**src/rtl/mips16_mc_ctrl_if.sv**
```systemverilog
// Control handshake bundle between the MIPS16 multicycle controller and its datapath.
// The controller is the slave: it samples start/opcode/zero/mem_ready and drives the rest.
interface mips16_mc_ctrl_if;
  logic       start;
  logic [5:0] opcode;
  logic       zero;
  logic       mem_ready;

  logic       ir_write;
  logic       pc_write;
  logic       branch_sig;
  logic       reg_write;
  logic       reg_dst;
  logic       mem_to_reg;
  logic       mem_req;
  logic       mem_we;
  logic       alusrc;
  logic [2:0] aluop;
  logic       busy;
  logic       halted;
  logic       err;

  modport master (
    output start, opcode, zero, mem_ready,
    input  ir_write, pc_write, branch_sig, reg_write, reg_dst, mem_to_reg,
           mem_req, mem_we, alusrc, aluop, busy, halted, err
  );

  modport slave (
    input  start, opcode, zero, mem_ready,
    output ir_write, pc_write, branch_sig, reg_write, reg_dst, mem_to_reg,
           mem_req, mem_we, alusrc, aluop, busy, halted, err
  );
endinterface

```
**src/rtl/mips16_mc_ctrl.sv**
```systemverilog
// MIPS16 multicycle control FSM (IDLE/FETCH/DECODE/EXEC/MEM/WB/HALT), Moore outputs.
// Define MIPS16_CTRL_PERF_CNT_EN to add saturating cycle_count/instr_count outputs.
module mips16_mc_ctrl (
  input  logic            clock,
  input  logic            reset,
  mips16_mc_ctrl_if.slave bus
`ifdef MIPS16_CTRL_PERF_CNT_EN
  ,
  output logic [15:0]     cycle_count,
  output logic [15:0]     instr_count
`endif
);

  localparam logic [2:0] S_IDLE   = 3'd0;
  localparam logic [2:0] S_FETCH  = 3'd1;
  localparam logic [2:0] S_DECODE = 3'd2;
  localparam logic [2:0] S_EXEC   = 3'd3;
  localparam logic [2:0] S_MEM    = 3'd4;
  localparam logic [2:0] S_WB     = 3'd5;
  localparam logic [2:0] S_HALT   = 3'd6;

  localparam logic [5:0] OP_R    = 6'b000000;
  localparam logic [5:0] OP_ADDI = 6'b001000;
  localparam logic [5:0] OP_LW   = 6'b100011;
  localparam logic [5:0] OP_SW   = 6'b101011;
  localparam logic [5:0] OP_BEQ  = 6'b000100;
  localparam logic [5:0] OP_HALT = 6'b111111;

  localparam logic [2:0] ALU_RTYPE = 3'b000;
  localparam logic [2:0] ALU_ADD   = 3'b001;
  localparam logic [2:0] ALU_SUB   = 3'b010;

  logic [2:0] state_q, state_d;
  logic [5:0] op_q, op_d;
  logic       err_q, err_d;

  always_comb begin
    // NOTE: every variable gets a default first so no path leaves it unassigned and infers a latch.
    state_d = state_q;
    op_d    = op_q;
    err_d   = err_q;
    case (state_q)
      S_IDLE:   if (bus.start) state_d = S_FETCH;
      S_FETCH:  state_d = S_DECODE;
      S_DECODE: begin
        op_d = bus.opcode;
        case (bus.opcode)
          OP_R, OP_ADDI, OP_LW, OP_SW, OP_BEQ: state_d = S_EXEC;
          OP_HALT: state_d = S_HALT;
          default: begin
            state_d = S_HALT;
            err_d   = 1'b1;
          end
        endcase
      end
      S_EXEC: begin
        case (op_q)
          OP_R, OP_ADDI: state_d = S_WB;
          OP_LW, OP_SW:  state_d = S_MEM;
          default:       state_d = S_FETCH;  // only BEQ can reach EXEC otherwise
        endcase
      end
      S_MEM:    if (bus.mem_ready) state_d = (op_q == OP_SW) ? S_FETCH : S_WB;
      S_WB:     state_d = S_FETCH;
      S_HALT:   state_d = S_HALT;
      default:  state_d = S_IDLE;
    endcase
  end

  always_ff @(posedge clock or posedge reset) begin
    // NOTE: state flops use non-blocking assignments so every flop samples pre-edge values.
    if (reset) begin
      state_q <= S_IDLE;
      op_q    <= '0;
      err_q   <= 1'b0;
    end else begin
      state_q <= state_d;
      op_q    <= op_d;
      err_q   <= err_d;
    end
  end

  logic is_r, is_lw, is_sw, is_beq;
  assign is_r   = (op_q == OP_R);
  assign is_lw  = (op_q == OP_LW);
  assign is_sw  = (op_q == OP_SW);
  assign is_beq = (op_q == OP_BEQ);

  // Outputs decode only state_q and the latched opcode; zero feeds branch_sig alone.
  always_comb begin
    bus.ir_write   = 1'b0;
    bus.pc_write   = 1'b0;
    bus.branch_sig = 1'b0;
    bus.reg_write  = 1'b0;
    bus.reg_dst    = 1'b0;
    bus.mem_to_reg = 1'b0;
    bus.mem_req    = 1'b0;
    bus.mem_we     = 1'b0;
    bus.alusrc     = 1'b0;
    bus.aluop      = ALU_RTYPE;
    bus.busy       = (state_q != S_IDLE) && (state_q != S_HALT);
    bus.halted     = (state_q == S_HALT);
    bus.err        = (state_q == S_HALT) && err_q;
    case (state_q)
      S_FETCH: begin
        bus.ir_write = 1'b1;
        bus.pc_write = 1'b1;
      end
      S_EXEC: begin
        if (is_beq) begin
          bus.aluop      = ALU_SUB;
          bus.branch_sig = bus.zero;
        end else if (!is_r) begin
          bus.aluop  = ALU_ADD;
          bus.alusrc = 1'b1;
        end
      end
      S_MEM: begin
        bus.mem_req = 1'b1;
        bus.mem_we  = is_sw;
        bus.aluop   = ALU_ADD;
        bus.alusrc  = 1'b1;
      end
      S_WB: begin
        bus.reg_write  = 1'b1;
        bus.reg_dst    = is_r;
        bus.mem_to_reg = is_lw;
        bus.aluop      = is_r ? ALU_RTYPE : ALU_ADD;
        bus.alusrc     = !is_r;
      end
      default: ;
    endcase
  end

`ifdef MIPS16_CTRL_PERF_CNT_EN
  logic [15:0] cyc_q, cyc_d, ins_q, ins_d;
  logic        busy_now, instr_done;

  always_comb begin
    busy_now   = (state_q != S_IDLE) && (state_q != S_HALT);
    // An instruction retires when control returns to FETCH or halts cleanly.
    instr_done = ((state_d == S_FETCH) &&
                  ((state_q == S_EXEC) || (state_q == S_MEM) || (state_q == S_WB))) ||
                 ((state_d == S_HALT) && (state_q != S_HALT) && !err_d);
    cyc_d = cyc_q;
    ins_d = ins_q;
    if (busy_now && (cyc_q != 16'hFFFF))   cyc_d = cyc_q + 16'd1;
    if (instr_done && (ins_q != 16'hFFFF)) ins_d = ins_q + 16'd1;
  end

  always_ff @(posedge clock or posedge reset) begin
    if (reset) begin
      cyc_q <= '0;
      ins_q <= '0;
    end else begin
      cyc_q <= cyc_d;
      ins_q <= ins_d;
    end
  end

  assign cycle_count = cyc_q;
  assign instr_count = ins_q;
`endif

endmodule

```
**src/flat_wrapper.sv**
```systemverilog
// flat-port wrapper written by rule: the top's interface ports become plain ports
module mips16_mc_ctrl_flat 
  (clock, reset, bus_start, bus_opcode, bus_zero, bus_mem_ready, bus_ir_write, bus_pc_write, bus_branch_sig, bus_reg_write, bus_reg_dst, bus_mem_to_reg, bus_mem_req, bus_mem_we, bus_alusrc, bus_aluop, bus_busy, bus_halted, bus_err);
  mips16_mc_ctrl_if bus_i ();
  input  logic clock;
  input  logic reset;
  input wire logic [$bits(bus_i.start)-1:0] bus_start;
  input wire logic [$bits(bus_i.opcode)-1:0] bus_opcode;
  input wire logic [$bits(bus_i.zero)-1:0] bus_zero;
  input wire logic [$bits(bus_i.mem_ready)-1:0] bus_mem_ready;
  output wire logic [$bits(bus_i.ir_write)-1:0] bus_ir_write;
  output wire logic [$bits(bus_i.pc_write)-1:0] bus_pc_write;
  output wire logic [$bits(bus_i.branch_sig)-1:0] bus_branch_sig;
  output wire logic [$bits(bus_i.reg_write)-1:0] bus_reg_write;
  output wire logic [$bits(bus_i.reg_dst)-1:0] bus_reg_dst;
  output wire logic [$bits(bus_i.mem_to_reg)-1:0] bus_mem_to_reg;
  output wire logic [$bits(bus_i.mem_req)-1:0] bus_mem_req;
  output wire logic [$bits(bus_i.mem_we)-1:0] bus_mem_we;
  output wire logic [$bits(bus_i.alusrc)-1:0] bus_alusrc;
  output wire logic [$bits(bus_i.aluop)-1:0] bus_aluop;
  output wire logic [$bits(bus_i.busy)-1:0] bus_busy;
  output wire logic [$bits(bus_i.halted)-1:0] bus_halted;
  output wire logic [$bits(bus_i.err)-1:0] bus_err;
  assign bus_i.start = bus_start;
  assign bus_i.opcode = bus_opcode;
  assign bus_i.zero = bus_zero;
  assign bus_i.mem_ready = bus_mem_ready;
  assign bus_ir_write = bus_i.ir_write;
  assign bus_pc_write = bus_i.pc_write;
  assign bus_branch_sig = bus_i.branch_sig;
  assign bus_reg_write = bus_i.reg_write;
  assign bus_reg_dst = bus_i.reg_dst;
  assign bus_mem_to_reg = bus_i.mem_to_reg;
  assign bus_mem_req = bus_i.mem_req;
  assign bus_mem_we = bus_i.mem_we;
  assign bus_alusrc = bus_i.alusrc;
  assign bus_aluop = bus_i.aluop;
  assign bus_busy = bus_i.busy;
  assign bus_halted = bus_i.halted;
  assign bus_err = bus_i.err;
  mips16_mc_ctrl u_core (.clock(clock), .reset(reset), .bus(bus_i));
endmodule
```
**config.mk**
```make
export PLATFORM = sky130hd
export DESIGN_NAME = mips16_mc_ctrl_flat
export DESIGN_NICKNAME = d
export VERILOG_FILES = /design/src/rtl/mips16_mc_ctrl_if.sv /design/src/rtl/mips16_mc_ctrl.sv /design/src/flat_wrapper.sv
export SDC_FILE = /design/constraint.sdc
export NUM_CORES = 1
export LEC_CHECK = 0
export ABC_AREA = 1
export BUFFER_PORTS_ARGS = -buffer_cell sky130_fd_sc_hd__buf_2
export CORE_MARGIN = 2
export CORE_UTILIZATION = 30
export DETAILED_ROUTE_END_ITERATION = 6
export GPL_TIMING_DRIVEN = 0
export PLACE_DENSITY = 0.64
export REMOVE_ABC_BUFFERS = 1
export SLEW_MARGIN = 20
export SYNTH_ARGS = -nofsm -noshare
export SYNTH_HDL_FRONTEND = slang
export SYNTH_SLANG_ARGS = --single-unit
```
**constraint.sdc**
```tcl
create_clock -name clock -period 1.7 [get_ports clock]
set_input_delay 0.17 -clock clock [delete_from_list [all_inputs] [get_ports clock]]
set_output_delay 0.17 -clock clock [all_outputs]
set_load 0.005 [all_outputs]
```
==> results.cfg, run 1 <==
[clock_tree]
cts_tree = done
cts_max_path_buffers = 2
cts.sinks = 10
worstSkewPairLatency_ns = 0.26
htree_levels = 1
cts_made_buffers = 3
root_buffer = clkbuf_4
clk_pin_slew_ns = 0.07

[pwr]
vdd_drop_max_uv = 528
power_leakage_nw = 0.465
powerDensity_nw_per_um2 = 1550

[synthesis]
syn_inst = 98
syn_avg_cell_area_um2 = 6.74
yosysWarnings = 0
ys_seq_area_share_pct = 37.9
ys_types = 18
ys_ff_latch = 10
synth_area_um2 = 661

[worst_setup_path]
crit_slowest_cell = dfrtp_1
critical_path_class = flop to primary output
cp.required_ns = 1.53
crit_top_cell = inv_1
end_kind = primary output
critPathMaxStageDelay_ns = 0.40
critPathMaxFanout = 3
start_kind = flop
worstPathArrival_ns = 1.41
crit_chain = inv_1 > nand2_1 > nor2_1 > inv_1 > o211ai_1 > buf_2

[die]
die_height_um = 50.9
ios = 26
chipWidth_um = 50.9
core_um2 = 2020
start_util_pct = 32.7
rows = 16
die_area_um2 = 2590

[global_routing]
grt_pass1_wl_mm = 2.55
grt_pass1_vias = 614
grt_max_degree = 14
gr-total-overflow = 0
track_usage_pct = 13.2
antenna_found_initial = 0

[placed_design]
dp_hpwl_mm = 1.26
portBuffers = 24
dpl-instance-area_um2 = 785
gp_congestion = 0.764

[route]
routed-via-count = 710
firstDrtPassIters = 4
drc = 0
drtAntennaViolNets = 0
routed_wl_mm = 1.54
drtIter0Drc = 13
post_drt_via_cell_ratio = 4.64
routedWlPerCell_um = 10.1

[layout]
drive_above_1_share_pct = 29.4
synthToLayoutAreaGrowth_pct = 32.6
final_area_um2 = 876
nNetsFinal = 138
diodes = 0

[timing]
setup-violations-final = 0
finalHoldViolCount = 0
max_freq_ghz = 0.633
period_minus_slack_ns = 1.58
finClkSkew_ns = 0.00135
rsz0062_at_grt = no
final-max-slew-violation-count = 0
setup_tns_ns = 0
period_share_pct = 93.0

[hold_path]
holdCritPathClass = input port to flop

[status]
status = completed

[job]
cap_violations = 0
## metal layers
metal / wire length (µm) / global-route usage, % / share of wire, % / up-vias
met1: 680 / 15.9 / 44 / 320
met5: 0 / 0 / 0 / -
met2: 774 / 22.7 / 50 / 18
met3: 56 / 0.877 / 3.6 / 2
li1: - / - / - / 370
met4: 29 / 8.11 / 1.9 / 0
## cells in the final DEF (no fill, tap or decap), drive strengths merged
cell type     n
nor3b         1
o211ai        1
nand2        17
nor3          4
nand4         4
o21bai        1
buf          27
mux2          1
clkbuf        4
a31oi         1
nor2         14
a21oi         3
nand3         7
o21ai         9
dlygate4sd3   1
dfrtp        10
inv          19
conb          1
or2           1
## worst max-delay path: cells and delay by family, from the launching register on
family | cells | cell delay [ns]
buffers and inverters | 3 | 0.36
flip-flops | 1 | 0.40
AO/OA/AOI/OAI | 1 | 0.20
AND/OR/NAND/NOR | 2 | 0.19
## final timing paths
| path | start | end | slack (ns) | cells after the start |
|---|---|---|---|---|
| worst max-delay path | u_core.state_q[1] | bus_aluop[0] | 0.12 | 6 |
| worst min-delay path | bus_opcode[3] | u_core.op_q[3] | 0.15 | 3 |
| worst max register to register | u_core.state_q[0] | u_core.op_q[1] | 0.24 | 4 |
| worst min register to register | u_core.err_q | u_core.err_q | 0.46 | 2 |
| min in group asynchronous | reset | u_core.op_q[2] | 0.42 | 3 |
| max in group asynchronous | reset | u_core.state_q[2] | 0.99 | 3 |
## synthesized netlist by cell type
master | n | area share [%]
inv_1 | 19 | 11
a21oi_1 | 3 | 2.3
o211ai_1 | 1 | 1.1
conb_1 | 1 | 0.57
dfrtp_1 | 10 | 38
o21bai_1 | 1 | 1.1
nor3b_1 | 1 | 1.1
a31oi_1 | 1 | 0.95
nor2_1 | 13 | 7.4
o21ai_0 | 9 | 6.8
nand2_1 | 17 | 9.7
nand4_1 | 4 | 3.8
nor3_1 | 4 | 3.0
nand3_1 | 7 | 5.3
or2_1 | 1 | 0.95
nor2_2 | 1 | 0.95
buf_4 | 4 | 4.5
mux2_2 | 1 | 1.7
## layout make-up
type | count | area, µm²
multi-input cells | 65 | 330
well taps | 27 | 33.8
clock buffers | 4 | 36.3
fillers | 217 | 1150
repair buffers | 28 | 153
flip-flops and latches | 10 | 251
inverters | 19 | 71.3
## through the flow
step / instances / hold slack [ns] / total power, W / utilization [%] / worst slack (ns)
after floorplan: 94 / 0.0102 / 0.000848 / - / 0.216
after global placement: 145 / 0.167 / 0.00104 / 38.8 / 0.0319
after detailed placement: 145 / 0.161 / 0.00106 / 38.8 / 0.00730
after CTS: 150 / 0.148 / 0.00128 / 41.5 / 0.0757
after global routing: 153 / 0.160 / 0.00150 / 43.3 / 0.0109
final: 153 / 0.151 / 0.00136 / 43.3 / 0.119
## sequential cells by signal, indices dropped and copies added, names as in the netlist
register and count:
u_core.state_q 3, u_core.op_q 6, u_core.err_q 1
## where the power goes
group	internal (W)	total (W)	switching, W	leakage (nW)
sequential	0.000348	0.000444	0.0000962	0.118
clock	0.000130	0.000211	0.0000811	0.0210
combinational	0.000290	0.000707	0.000417	0.325
## what timing repair did
| item | in CTS | in global routing |
|---|---|---|
| pin swaps | 0 | 1 |
| cloned | 0 | 0 |
| setup endpoints to repair | 1 | 3 |
| hold buffers | 1 | 0 |
| buffers inserted | 0 | 3 |
| endpoints found under the hold margin | 10 | 0 |
| gates resized for setup | 2 | 4 |
## kinds of logic after synthesis
group / count (synthesis) / share of synthesized area (%)
DFF: 10 / 37.9
muxes: 1 / 1.70
buffers and inverters: 23 / 15.3
and+or+nand+nor: 48 / 32.2
other: 1 / 0.568
AOI/OAI and AO/OA: 15 / 12.3
Power figures use the tool's default switching activity.
==> inputs of run 2 (changes only) <==
Settings changed: CORE_ASPECT_RATIO from default to 1.4.
==> results.cfg, run 2 (synthesized netlist as in run 1, its figures left out) <==
[pwr]
vdd_drop_max_uv = 588
switching_power_w = 0.000562
switching_share_pct = 45.3
pwr-share-seq_pct = 36.0
power_leakage_nw = 0.442
powerDensity_nw_per_um2 = 1490
clockPowerShare_pct = 11.7
power_frac_comb_pct = 52.3
p_int_w = 0.000677

[placed_design]
dp_hpwl_mm = 1.22
dp_cells = 140
pre_cts_slack_ns = 0.0272
gp_congestion = 0.748
dpl-instance-area_um2 = 778
portBuffers = 24

[die]
start_util_pct = 31.1
chipWidth_um = 43.7
ios = 26
core_um2 = 2130
die_area_um2 = 2600
die_height_um = 59.5
rows = 20

[layout]
reg_top3 = u_core.op_q (6), u_core.state_q (3), u_core.err_q (1)
nNetsFinal = 135
drive_above_1_share_pct = 28.7
final_cell_mix = buf_2, inv_1, nand2_1
final_cells = 144
final_area_um2 = 831
diodes = 0
fin_util_pct = 39.1
largest_reg_flops = 6
final_common_cell = buf_2
regMostFlops = u_core.op_q
synthToLayoutAreaGrowth_pct = 25.8

[timing]
setup-violations-final = 0
finalHoldViolCount = 0
period_minus_slack_ns = 1.59
max_freq_ghz = 0.630
finClkSkew_ns = 0.000563
rsz0062_at_grt = yes
worst_slack_ns = 0.113
final-max-slew-violation-count = 0
setup_tns_ns = 0
period_share_pct = 93.4

[route]
drc = 0
routed-via-count = 667
routedWlPerCell_um = 9.94
drtAntennaViolNets = 0
routed_wl_mm = 1.43
post_drt_via_cell_ratio = 4.63
firstDrtPassIters = 4
drtIter0Drc = 22

[global_routing]
gr-total-overflow = 0
grt_pass1_wl_mm = 2.42
track_usage_pct = 12.3
antenna_found_initial = 0
grt_pass1_vias = 594
grt_max_degree = 14

[worst_setup_path]
r2r_slack_ns = 0.18
crit_chain = nor3_2 > inv_1 > nor3b_1 > buf_2
worstPathArrival_ns = 1.42
crit_slowest_cell = dfrtp_1
cp.required_ns = 1.53
cp-endpoint = bus_branch_sig
timing.rr.end = u_core.op_q[1]
critical_path_class = flop to primary output
critPathLaunch = u_core.state_q[2]
start_kind = flop
critPathMaxStageDelay_ns = 0.46
r2r_start = u_core.state_q[0]
critPathMaxFanout = 7
end_kind = primary output
reg2reg_depth = 4

[status]
status = completed

[clock_tree]
htree_levels = 1
cts_tree = done
cts.sinks = 10
post_cts_buffers = 0
cts_made_buffers = 3
cts_max_path_buffers = 2
worstSkewPairLatency_ns = 0.25
root_buffer = clkbuf_4
clk_pin_slew_ns = 0.06

[hold_path]
holdCritPathClass = input port to flop

[job]
cap_violations = 0
[run 2: power by group through the flow]
stage	logic [W]	clock network [W]	registers [W]
final	0.000647	0.000145	0.000446
after global placement	0.000604	0	0.000435
after global routing	0.000757	0.000169	0.000463
after floorplan	0.000427	0	0.000421
after detailed placement	0.000620	0	0.000441
after CTS	0.000630	0.000152	0.000437
[run 2: repair_timing]
item	4_1_cts	5_1_grt
hold buffers	1	0
endpoints found under the setup margin	1	7
hold endpoints to repair	10	0
gates resized for setup	1	5
[run 2: layer usage]
layer | vias up | part of all wire [%] | global-route usage [%]
met3 | 2 | 5.3 | 0.915
met4 | 0 | 0.63 | 6.49
li1 | 360 | - | -
met1 | 287 | 43 | 15.9
met5 | - | 0 | 0
met2 | 18 | 50 | 20.0
[run 2: how the worst min path moves through the flow]
| stage | from | to | depth (start not counted) |
|---|---|---|---|
| floorplan | reset | u_core.err_q | 1 |
| global placement | reset | u_core.state_q[2] | 2 |
| detailed placement | reset | u_core.state_q[2] | 2 |
| CTS | bus_opcode[3] | u_core.op_q[3] | 3 |
| global route | bus_opcode[4] | u_core.op_q[4] | 3 |
| finish | bus_opcode[3] | u_core.op_q[3] | 3 |
[run 2: worst max-delay path, delay by kind of cell, from the launching register on]
| family | cells | cell delay [ns] |
|---|---|---|
| buf+inv | 2 | 0.23 |
| flops | 1 | 0.46 |
| simple gates | 2 | 0.49 |
[run 2: stage by stage]
stage	total power, W	hold slack [ns]
3_5_place_dp	0.00106	0.156
4_1_cts	0.00122	0.152
2_1_floorplan	0.000848	0.0102
6_report	0.00124	0.160
5_1_grt	0.00139	0.183
3_3_place_gp	0.00104	0.147
[run 2: area by class of cell]
class / count / area [µm²]
Fill cell: 223 / 1300
Multi-Input combinational cell: 65 / 329
Sequential cell: 10 / 250
Timing Repair Buffer: 25 / 130
Inverter: 19 / 71.3
Tap cell: 22 / 27.5
Clock buffer: 3 / 22.5
==> inputs of run 3 (changes only) <==
Settings changed: CORE_MARGIN 2 to default, CTS_BUF_LIST from default to sky130_fd_sc_hd__clkbuf_4.
==> results.cfg, run 3 (synthesized netlist as in run 1, its figures left out) <==
[die]
chipWidth_um = 41.7
ios = 26
die_height_um = 57.5
rows = 19
core_um2 = 2020
start_util_pct = 32.7
die_area_um2 = 2400

[global_routing]
grt_pass1_vias = 648
grt_pass1_wl_mm = 2.53
met2_usage_pct = 23.2
use_met3_pct = 1.27
grt_max_degree = 14
gr-total-overflow = 0
grtUsageMet1_pct = 15.4
antenna_found_initial = 0
top_usage_layer = met2
track_usage_pct = 13.5

[layout]
nNetsFinal = 136
synthToLayoutAreaGrowth_pct = 25.8
final_common_cell = buf_2
regMostFlops = u_core.op_q
fin_util_pct = 41.1
drive_above_1_share_pct = 29.3
final_cell_mix = buf_2, inv_1, nand2_1
final_area_um2 = 831
fillCellCount = 217
largest_reg_flops = 6
diodes = 0
reg_top3 = u_core.op_q (6), u_core.state_q (3), u_core.err_q (1)

[timing]
final-max-slew-violation-count = 0
period_share_pct = 93.7
setup_tns_ns = 0
finalHoldViolCount = 0
rsz0062_at_grt = no
finClkSkew_ns = 0.00945
timing.hold.ws_ns = 0.151
period_minus_slack_ns = 1.59
setup-violations-final = 0
max_freq_ghz = 0.628

[clock_tree]
clk_pin_slew_ns = 0.07
htree_levels = 1
worstSkewPairLatency_ns = 0.27
root_buffer = clkbuf_4
cts_tree = done
cts_max_path_buffers = 2
cts.sinks = 10
cts_made_buffers = 3

[route]
drtIter0Drc = 15
post_drt_via_cell_ratio = 4.85
routedWlPerCell_um = 10.4
firstDrtPassIters = 4
routed-via-count = 698
drtAntennaViolNets = 0
routed_wl_mm = 1.50
drc = 0

[hold_path]
worstHoldPathCells = 3
holdCritPathClass = input port to flop

[worst_setup_path]
critical_path_class = flop to primary output
reg2reg_depth = 4
r2r_slack_ns = 0.14
cp.required_ns = 1.53
critPathMaxFanout = 7
end_kind = primary output
worstPathArrival_ns = 1.42
start_kind = flop

[status]
status = completed

[pwr]
p_total_w = 0.00125
vdd_drop_max_uv = 605
powerDensity_nw_per_um2 = 1510
power_leakage_nw = 0.444

[placed_design]
gp_congestion = 0.835
dpl-instance-area_um2 = 777
portBuffers = 24
dp_hpwl_mm = 1.24

[job]
cap_violations = 0
==> run 3: cell count changes in the layout (fill, tap and decap cells not counted), sizes merged <==
cell	change
buf	+1
==> run 3: metrics by stage <==
step                      setup WS, ns  std cells
after floorplan                  0.216         94
after global placement          0.0514        139
after detailed placement        0.0369        139
after CTS                       0.0734        143
after global routing            0.0101        144
final                            0.107        144
==> run 3: metal layers <==
layer	vias to the layer above	wire [µm]
met4	0	46
met3	5	54
met5	-	0
met2	18	757
li1	361	-
met1	314	640
==> run 3: cell type report <==
cell class | instances | area, µm² | share of cell area, %
Tap cell | 21 | 26.3 | 3.16
Multi-Input combinational cell | 65 | 322 | 38.7
Sequential cell | 10 | 251 | 30.3
Inverter | 19 | 71.3 | 8.58
Clock buffer | 3 | 22.5 | 2.71
Timing Repair Buffer | 26 | 138 | 16.6
==> run 3: worst paths after layout <==
kind                                         from                 to
worst max-delay path            u_core.state_q[2]     bus_branch_sig
worst min-delay path                bus_opcode[3]     u_core.op_q[3]
worst max register to register  u_core.state_q[0]     u_core.op_q[1]
worst min register to register       u_core.err_q       u_core.err_q
max in group asynchronous                   reset  u_core.state_q[2]
min in group asynchronous                   reset  u_core.state_q[1]
==> run 3: critical path: stages (launching register included) <==
cell and delay, ns:
dfrtp_2 0.46, nor3_2 0.28, inv_1 0.09, nor3b_1 0.19, buf_2 0.14
==> run 3: timing repair <==
item | 4_1_cts | 5_1_grt
hold endpoints to repair | 10 | 0
setup buffers | 0 | 1
hold buffers | 1 | 0
setup endpoints to repair | 1 | 3
pin swaps | 0 | 1
resized for setup | 2 | 4
==> run 3: power by group <==
part           total, W  switching (W)  internal, W
Clock          0.000162      0.0000801    0.0000817
Sequential     0.000443      0.0000953     0.000348
Combinational  0.000648       0.000387     0.000261
Total           0.00125       0.000563     0.000690
